## src/rtl/instr_fetch_stage.sv

```systemverilog
// -----------------------------------------------------------------------------
// instr_fetch_stage
//
// Front-end fetch stage. It owns the program counter and issues one word fetch
// at a time to instruction memory. Each returned word goes into the IF/ID
// pipeline register. If decode is stalled when a word returns, the word is
// held in a one-entry skid buffer. A redirect from a later stage flushes IF/ID
// and the skid buffer, and squashes any fetch still in flight.
//
// Parameters:
//   RESET_PC  PC loaded on reset
//   PC_STEP   byte increment between sequential fetches
//
// Ports:
//   clk, rst                       clock, synchronous active-high reset
//   imem_req_valid/addr/ready      fetch request handshake (addr = current PC)
//   imem_resp_valid/data           returned instruction word
//   redirect_valid/pc              taken branch/jump target from a later stage
//   id_stall                       decode cannot accept a new instruction
//   if_id_valid/instr/pc/pc_plus4  IF/ID pipeline register to the decoder
//
// Optional feature (macro INSTR_FETCH_PERF_CNT_EN):
//   perf_fetch_cnt  instructions loaded into IF/ID
//   perf_stall_cnt  cycles with if_id_valid && id_stall
// -----------------------------------------------------------------------------
module instr_fetch_stage #(
  parameter logic [31:0] RESET_PC = 32'h0000_0000,
  parameter int unsigned PC_STEP  = 4
) (
  input  logic        clk,
  input  logic        rst,
  output logic        imem_req_valid,
  output logic [31:0] imem_req_addr,
  input  logic        imem_req_ready,
  input  logic        imem_resp_valid,
  input  logic [31:0] imem_resp_data,
  input  logic        redirect_valid,
  input  logic [31:0] redirect_pc,
  input  logic        id_stall,
  output logic        if_id_valid,
  output logic [31:0] if_id_instr,
  output logic [31:0] if_id_pc,
  output logic [31:0] if_id_pc_plus4
`ifdef INSTR_FETCH_PERF_CNT_EN
  ,
  output logic [31:0] perf_fetch_cnt,
  output logic [31:0] perf_stall_cnt
`endif
);

  localparam logic [31:0] STEP = 32'(PC_STEP);

  // The skid buffer is full exactly when the FSM is in ST_SKID, so it needs
  // no separate valid flag.
  typedef enum logic [1:0] {
    ST_REQ,   // request outstanding on the bus
    ST_WAIT,  // request accepted, waiting for the word
    ST_SKID,  // word parked in the skid buffer, waiting for IF/ID to free
    ST_DROP   // waiting for a squashed response to drain
  } state_e;

  state_e      state_q, state_d;
  logic [31:0] pc_q, pc_d;
  logic [31:0] pend_pc_q, pend_pc_d;
  logic [31:0] skid_instr_q, skid_instr_d;
  logic [31:0] skid_pc_q, skid_pc_d;
  logic        if_id_valid_q, if_id_valid_d;
  logic [31:0] if_id_instr_q, if_id_instr_d;
  logic [31:0] if_id_pc_q, if_id_pc_d;
  logic [31:0] if_id_pc4_q, if_id_pc4_d;
  logic        if_free;
  logic        load_en;

  assign if_free = !if_id_valid_q || !id_stall;

  always_comb begin
    // NOTE: every signal gets a default before any branch so no path leaves
    // it unassigned, which would otherwise infer a latch.
    state_d       = state_q;
    pc_d          = pc_q;
    pend_pc_d     = pend_pc_q;
    skid_instr_d  = skid_instr_q;
    skid_pc_d     = skid_pc_q;
    if_id_valid_d = if_id_valid_q;
    if_id_instr_d = if_id_instr_q;
    if_id_pc_d    = if_id_pc_q;
    if_id_pc4_d   = if_id_pc4_q;
    load_en       = 1'b0;

    // Decoder takes the current instruction; a load below overrides this.
    if (if_id_valid_q && !id_stall) if_id_valid_d = 1'b0;

    if (redirect_valid) begin
      // Redirect beats stall. A request accepted this cycle, or one still in
      // flight, must have its response drained in ST_DROP.
      pc_d          = redirect_pc;
      if_id_valid_d = 1'b0;
      unique case (state_q)
        ST_REQ:  state_d = imem_req_ready  ? ST_DROP : ST_REQ;
        ST_WAIT: state_d = imem_resp_valid ? ST_REQ  : ST_DROP;
        ST_SKID: state_d = ST_REQ;
        ST_DROP: state_d = imem_resp_valid ? ST_REQ  : ST_DROP;
        default: state_d = ST_REQ;
      endcase
    end else begin
      unique case (state_q)
        ST_REQ: begin
          if (imem_req_ready) begin
            pend_pc_d = pc_q;
            state_d   = ST_WAIT;
          end
        end
        ST_WAIT: begin
          if (imem_resp_valid) begin
            if (if_free) begin
              load_en       = 1'b1;
              if_id_valid_d = 1'b1;
              if_id_instr_d = imem_resp_data;
              if_id_pc_d    = pend_pc_q;
              if_id_pc4_d   = pend_pc_q + STEP;
              pc_d          = pend_pc_q + STEP;
              state_d       = ST_REQ;
            end else begin
              skid_instr_d = imem_resp_data;
              skid_pc_d    = pend_pc_q;
              state_d      = ST_SKID;
            end
          end
        end
        ST_SKID: begin
          if (if_free) begin
            load_en       = 1'b1;
            if_id_valid_d = 1'b1;
            if_id_instr_d = skid_instr_q;
            if_id_pc_d    = skid_pc_q;
            if_id_pc4_d   = skid_pc_q + STEP;
            pc_d          = skid_pc_q + STEP;
            state_d       = ST_REQ;
          end
        end
        ST_DROP: begin
          if (imem_resp_valid) state_d = ST_REQ;
        end
        default: state_d = ST_REQ;
      endcase
    end
  end

  always_ff @(posedge clk) begin
    // NOTE: sequential state uses non-blocking assignments so every register
    // samples its pre-edge inputs regardless of statement order.
    if (rst) begin
      state_q       <= ST_REQ;
      pc_q          <= RESET_PC;
      if_id_valid_q <= 1'b0;
      if_id_instr_q <= '0;
      if_id_pc_q    <= '0;
      if_id_pc4_q   <= '0;
    end else begin
      state_q       <= state_d;
      pc_q          <= pc_d;
      if_id_valid_q <= if_id_valid_d;
      if_id_instr_q <= if_id_instr_d;
      if_id_pc_q    <= if_id_pc_d;
      if_id_pc4_q   <= if_id_pc4_d;
    end
    // NOTE: pure datapath holding registers are left out of reset. They are
    // only read in states that are entered after they have been written.
    pend_pc_q    <= pend_pc_d;
    skid_instr_q <= skid_instr_d;
    skid_pc_q    <= skid_pc_d;
  end

  // Gating with rst keeps the bus quiet for the whole reset interval.
  assign imem_req_valid = (state_q == ST_REQ) && !rst;
  assign imem_req_addr  = pc_q;
  assign if_id_valid    = if_id_valid_q;
  assign if_id_instr    = if_id_instr_q;
  assign if_id_pc       = if_id_pc_q;
  assign if_id_pc_plus4 = if_id_pc4_q;

`ifdef INSTR_FETCH_PERF_CNT_EN
  logic [31:0] fetch_cnt_q, stall_cnt_q;

  always_ff @(posedge clk) begin
    if (rst) begin
      fetch_cnt_q <= '0;
      stall_cnt_q <= '0;
    end else begin
      if (load_en)                  fetch_cnt_q <= fetch_cnt_q + 32'd1;
      if (if_id_valid_q && id_stall) stall_cnt_q <= stall_cnt_q + 32'd1;
    end
  end

  assign perf_fetch_cnt = fetch_cnt_q;
  assign perf_stall_cnt = stall_cnt_q;
`else
  // Keep load_en referenced so the default build has no dangling signal.
  logic unused_load_en;
  assign unused_load_en = load_en;
`endif

endmodule

```

## config.mk

```make
export PLATFORM = sky130hd
export DESIGN_NAME = instr_fetch_stage
export DESIGN_NICKNAME = d
export VERILOG_FILES = /design/src/rtl/instr_fetch_stage.sv
export SDC_FILE = /design/constraint.sdc
export NUM_CORES = 1
export LEC_CHECK = 0
export CORE_UTILIZATION = 40
export CTS_CLUSTER_SIZE = 28
export DETAILED_ROUTE_END_ITERATION = 6
export PLACE_DENSITY = 0.65
export SLEW_MARGIN = 20
export SYNTH_ARGS = -nofsm -noshare
export SYNTH_HDL_FRONTEND = slang
export SYNTH_SLANG_ARGS = --single-unit
```

## constraint.sdc

```tcl
create_clock -name clk -period 7.4 [get_ports clk]
set_input_delay 1.48 -clock clk [delete_from_list [all_inputs] [get_ports clk]]
set_output_delay 1.48 -clock clk [all_outputs]
set_load 0.005 [all_outputs]
```

# Yosys cells after proc, flatten, opt, wreduce, memory -nomap -nowiden
# Cells that the tools add are included.
[op_classes]
addsub = 2
n_eq_ne = 11
n_mux = 27
bitwise = 2
n_reduce_logical = 16
[ops]
columns = ["op", "n"]
rows = [
  ["$mux W32", 10],
  ["$pmux W32 S2", 3],
  ["$add A32 B3 Y32 const B", 2],
  ["$mux W2", 8],
  ["$ne A3 B3 Y1 const B", 5],
  ["$reduce_and A4 Y1", 3],
  ["$pmux W2 S4", 1],
  ["$ne A2 B2 Y1 const B", 3],
  ["$pmux W2 S3", 1],
  ["$reduce_and A5 Y1", 1],
  ["$eq A2 B2 Y1 const B", 2],
  ["$reduce_or A2 Y1", 2],
  ["$logic_not A1 Y1", 3],
  ["$mux W1", 3],
  ["$reduce_and A3 Y1", 1],
  ["$reduce_bool A3 Y1", 1],
  ["$eq A2 B1 Y1 const B", 1],
  ["$logic_and A1 B1 Y1", 2],
  ["$logic_not A2 Y1", 1],
  ["$not A1 Y1", 2],
  ["$pmux W1 S2", 1],
  ["$reduce_bool A2 Y1", 1],
  ["$logic_or A1 B1 Y1", 1],
]
[totals]
reg_bits = 227
input_bits = 70
out_inout_bits = 130
elab_cells = 67

# Logic depth before layout (Yosys ltp)
[logic_depth]
depth_word = 6
depth_mapped = 16
mapped_depth_nobuf = 11

# Least setup slack after synthesis
# No wires, ideal clock.
[synth_path]
path_kind = "input to register"
from = "input port redirect_valid"
to = "register skid_instr_q[0] (enable)"
setup_ns = 0.430
t_arrival_ns = 3.553
required_time_ns = 6.970
setup_slack_ns = 3.418
path_stages = 3
path_buffers = 2
cell_sequence = "clkbuf_1 clkbuf_1 and4b_1"
[synth_via]
elab_chain_len = 2
[synth_lines]
columns = ["element", "line", "rtl"]
rows = [
  ["start: declaration", "37", "input logic redirect_valid,"],
  ["$not A1 Y1 (no source line)", "-", ""],
  ["$reduce_and A4 Y1 (no source line)", "-", ""],
  ["end signal: assignment", "170", "skid_instr_q <= skid_instr_d;"],
  ["end: declaration", "65", "logic [31:0] skid_instr_q, skid_instr_d;"],
]
# No other way between the ends.
# A chain may end at the register's enable or synchronous reset.

# Final worst setup path
[layout_path]
from = "input port rst"
to = "output port imem_req_valid"
[layout_via]
elab_chain_len = 2
[layout_lines]
columns = ["element", "line", "rtl"]
rows = [
  ["start: declaration", "31", "input logic rst,"],
  ["$logic_not A1 Y1", "175", "assign imem_req_valid = (state_q == ST_REQ) && !rst;"],
  ["$logic_and A1 B1 Y1", "175", ""],
  ["end: declaration", "32", "output logic imem_req_valid,"],
]
# No other way between the ends.

==> flow_summary.toml <==
[outcome]
status = "completed"

[yosys]
synth_compound_area_share_pct = 13.99
synthCells = 870
synth.mux.area_fraction_pct = 6.968
syn_area_per_cell_um2 = 10.81
ys_types = 63
yosysSeqAreaShare_pct = 58.09
synth_top_family_by_area = "compound AO/OA/AOI/OAI gates"
synthSimpleGateAreaFrac_pct = 13.84
yosysWarnings = 0
synth_adder_area_share_pct = 0.6649
netlist_area_um2 = 9409
syn_nets = 945
synth_xor_area_share_pct = 2.141
synthArstFlopShare_pct = 0
synth_seq_cells = 225
synthFlopType = "dfxtp_1"
synth_edf_count = 96

[pwr]
internal_power_mw = 2.299
power_density_nw_per_um2 = 245.0
vdd_ir_drop_max_mv = 0.1478
seq_power_share_pct = 46.5
p_leak_nw = 4.080
switchingPower_mw = 0.7307
p_sw_share_pct = 24.12
pwr-share-comb_pct = 13.6
clock_power_share_pct = 39.9

[setup_path]
reg2reg_to = "imem_req_addr[22]$_SDFFE_PP0P_"
cp_cell_sequence = "buf_4 -> nor2b_1 -> clkdlybuf4s50_1"
worstSetupStartpoint = "rst"
path_max_fanout = 34
required_ns = 5.92
end_kind = "output pin"
crit_type = "input port to output pin"
setup.worst_path.start_class = "input port"
critPathCapture = "imem_req_valid"
worst-r2r-setup-slack_ns = 3.75
cp_data_arrival_time_ns = 2.36
crit_slowest_cell = "clkdlybuf4s50_1"
reg2reg_depth = 11
r2r_start = "state_q[0]$_SDFFE_PP0P_"
max_stage_delay_ns = 0.50

[floorplan]
rows = 55
ios = 200
die_area_um2 = 24140
fp.dieH_um = 155.4
initial_core_util_pct = 41.18
fp.dieW_um = 155.4
core_um2 = 22850

[clock_network]
cts_tree = "done"
cts.repair.resized = 0
hold_buffers = 0
cts_buffers = 25
clkSlewWorstSetupHoldPaths_ns = 0.06
post_cts_buffers = 0
cts_buffer_depth = 3
cts.sinks = 225
h-tree-depth = 1
cts_root_buf = "clkbuf_16"
clk_latency_ns = 0.53

[sta]
period_needed_ns = 3.838
rsz0062_at_grt = "no"
setup_violations = 0
fin_skew_ns = 0.02057
tightest_slew_ns = 1.041
max_slew_margin_pct = 30.45
tns_ns = 0
slew_viol_final = 0
hold_viol_final = 0
max_freq_ghz = 0.2605
fin_crit_sh_pct = 51.87

[detailed_routing]
viasPerCell = 5.304
first_pass_iters = 6
wl_per_cell_um = 18.27
drtAntennaViolNets = 0
routed_wl_um = 25100
vias = 7288
drt_iter0_drc = 430
drcViolationCount = 0

[finish]
synthToLayoutAreaGrowth_pct = 31.46
layout-drive-gt1-share_pct = 5.666
fin_nets = 1115
multi_input_area_um2 = 3568
regArea_um2 = 5465
fillers = 2044
finalNonFillerCells = 1374

[grt]
grt_pass1_wl_um = 39360
grt_antenna_before_repair = 2
gr-total-overflow = 0
grt_use_total_pct = 20.67
grt_max_degree = 90
grt_pass1_vias = 7035

[placement]
hpwl_um = 16610
portBuffers = 199
place_inst = 1324
globalplace.congestion = 0.8281

[run]
maxCapViolations = 0

[worst_hold_path]
holdCritPathClass = "flip-flop to flip-flop"
==> cell usage after synthesis (7+ instances only) <==
cell type  number  area (um^2)
a31oi_1         9        56.30
nand2_1       100        375.4
edfxtp_1       96         2883
a211oi_1       64        480.5
nor4b_1         7        61.31
dfxtp_1       129         2582
mux2i_1        61        610.6
a21oi_1        56        280.3
nand3b_1        8        60.06
a221oi_1       11        96.34
nor2_1         83        311.6
nand4_1        15        93.84
nand3_1        20        100.1
o21ai_0        17        85.08
inv_1          16        60.06
buf_2           8        40.04
clkbuf_1       38        142.6
nor3_1          9        45.04
xor2_1         18        157.7
o22ai_1         7        43.79
buf_4           7        52.55
nand4b_1        9        78.83
==> layout make-up <==
cell class	instances	area share, %
Timing Repair Buffer	207	16.79
Multi-Input combinational cell	564	28.85
Clock inverter	3	0.3540
Inverter	17	0.5159
Antenna cell	2	0.04046
Tap cell	313	3.166
Sequential cell	225	44.18
Clock buffer	43	6.100
==> power groups by stage <==
| stage | combinational (mW) | sequential, mW | clock [mW] |
|---|---|---|---|
| 4_1_cts | 0.414 | 1.41 | 1.23 |
| 5_1_grt | 0.452 | 1.42 | 1.29 |
| 2_1_floorplan | 0.207 | 1.43 | 0 |
| 3_3_place_gp | 0.407 | 1.44 | 0 |
| 6_report | 0.412 | 1.41 | 1.21 |
| 3_5_place_dp | 0.412 | 1.44 | 0 |
==> sequential cells by signal (all words and copies together) (netlist names), 2 cells and up <==
name            flops
if_id_instr        32
if_id_pc           32
imem_req_addr      32
pend_pc_q          32
skid_instr_q       32
skid_pc_q          32
if_id_pc_plus4     30
state_q             2
==> worst min path at each step <==
stage / from / endpoint / slack [ns] / cells past startpoint
floorplan: pend_pc_q[0]$_DFFE_PP_ / skid_pc_q[0]$_DFFE_PP_ / 0.43 / 0
global placement: pend_pc_q[0]$_DFFE_PP_ / skid_pc_q[0]$_DFFE_PP_ / 0.43 / 0
global route: pend_pc_q[1]$_DFFE_PP_ / skid_pc_q[1]$_DFFE_PP_ / 0.46 / 0
detailed placement: pend_pc_q[30]$_DFFE_PP_ / skid_pc_q[30]$_DFFE_PP_ / 0.44 / 0
CTS: if_id_pc_plus4[9]$_SDFFE_PP0P_ / if_id_pc_plus4[9]$_SDFFE_PP0P_ / 0.45 / 2
finish: pend_pc_q[0]$_DFFE_PP_ / skid_pc_q[0]$_DFFE_PP_ / 0.45 / 0
==> cells by family after synthesis <==
group                      count (synthesis)
and+or+nand+nor                          276
DFF                                      225
AOI/OAI and AO/OA                        195
buffers and inverters                     81
muxes                                     65
xor gates and xnor gates                  23
adders and majority gates                  5
==> stage by stage <==
step	total power [mW]	instance area, um^2	worst slack, ns	util, %	hold WS (ns)
after floorplan	1.639	9409	3.418	-	0.4257
after global placement	1.843	11520	3.541	50.41	0.4285
after detailed placement	1.849	11520	3.542	50.41	0.4396
after CTS	3.060	12320	3.542	53.90	0.4528
after global routing	3.157	12370	3.452	54.14	0.4636
final	3.030	12370	3.562	54.14	0.4485
==> metal layers <==
layer	GRT usage [%]	routed length (um)	part of all wire, %
met4	6.629	649	2.6
met2	33.74	11980	48
met5	0	0	0
met1	28.03	11150	44
met3	3.315	1318	5.3
==> critical path: cells and delay by family <==
kind,cells,cell delay (ns)
simple gates,1,0.14
buf+inv,2,0.73
==> cells in the final DEF (no fill, tap or decap), types with 6 or more instances in the layout <==
cell type	count
clkdlybuf4s50_1	197
dfxtp_1	129
nand2_1	100
edfxtp_1	96
nor2_1	82
a211oi_1	64
mux2i_1	61
a21oi_1	56
clkbuf_16	26
nand3_1	20
xor2_1	18
o21ai_0	17
inv_1	16
nand4_1	15
clkbuf_1	13
a221oi_1	11
nand4b_1	9
a31oi_1	9
nand3b_1	8
nor3_1	8
nor4b_1	7
o22ai_1	7
buf_4	7
nor2b_1	6
Note: power is estimated with default switching activity, not from simulation.
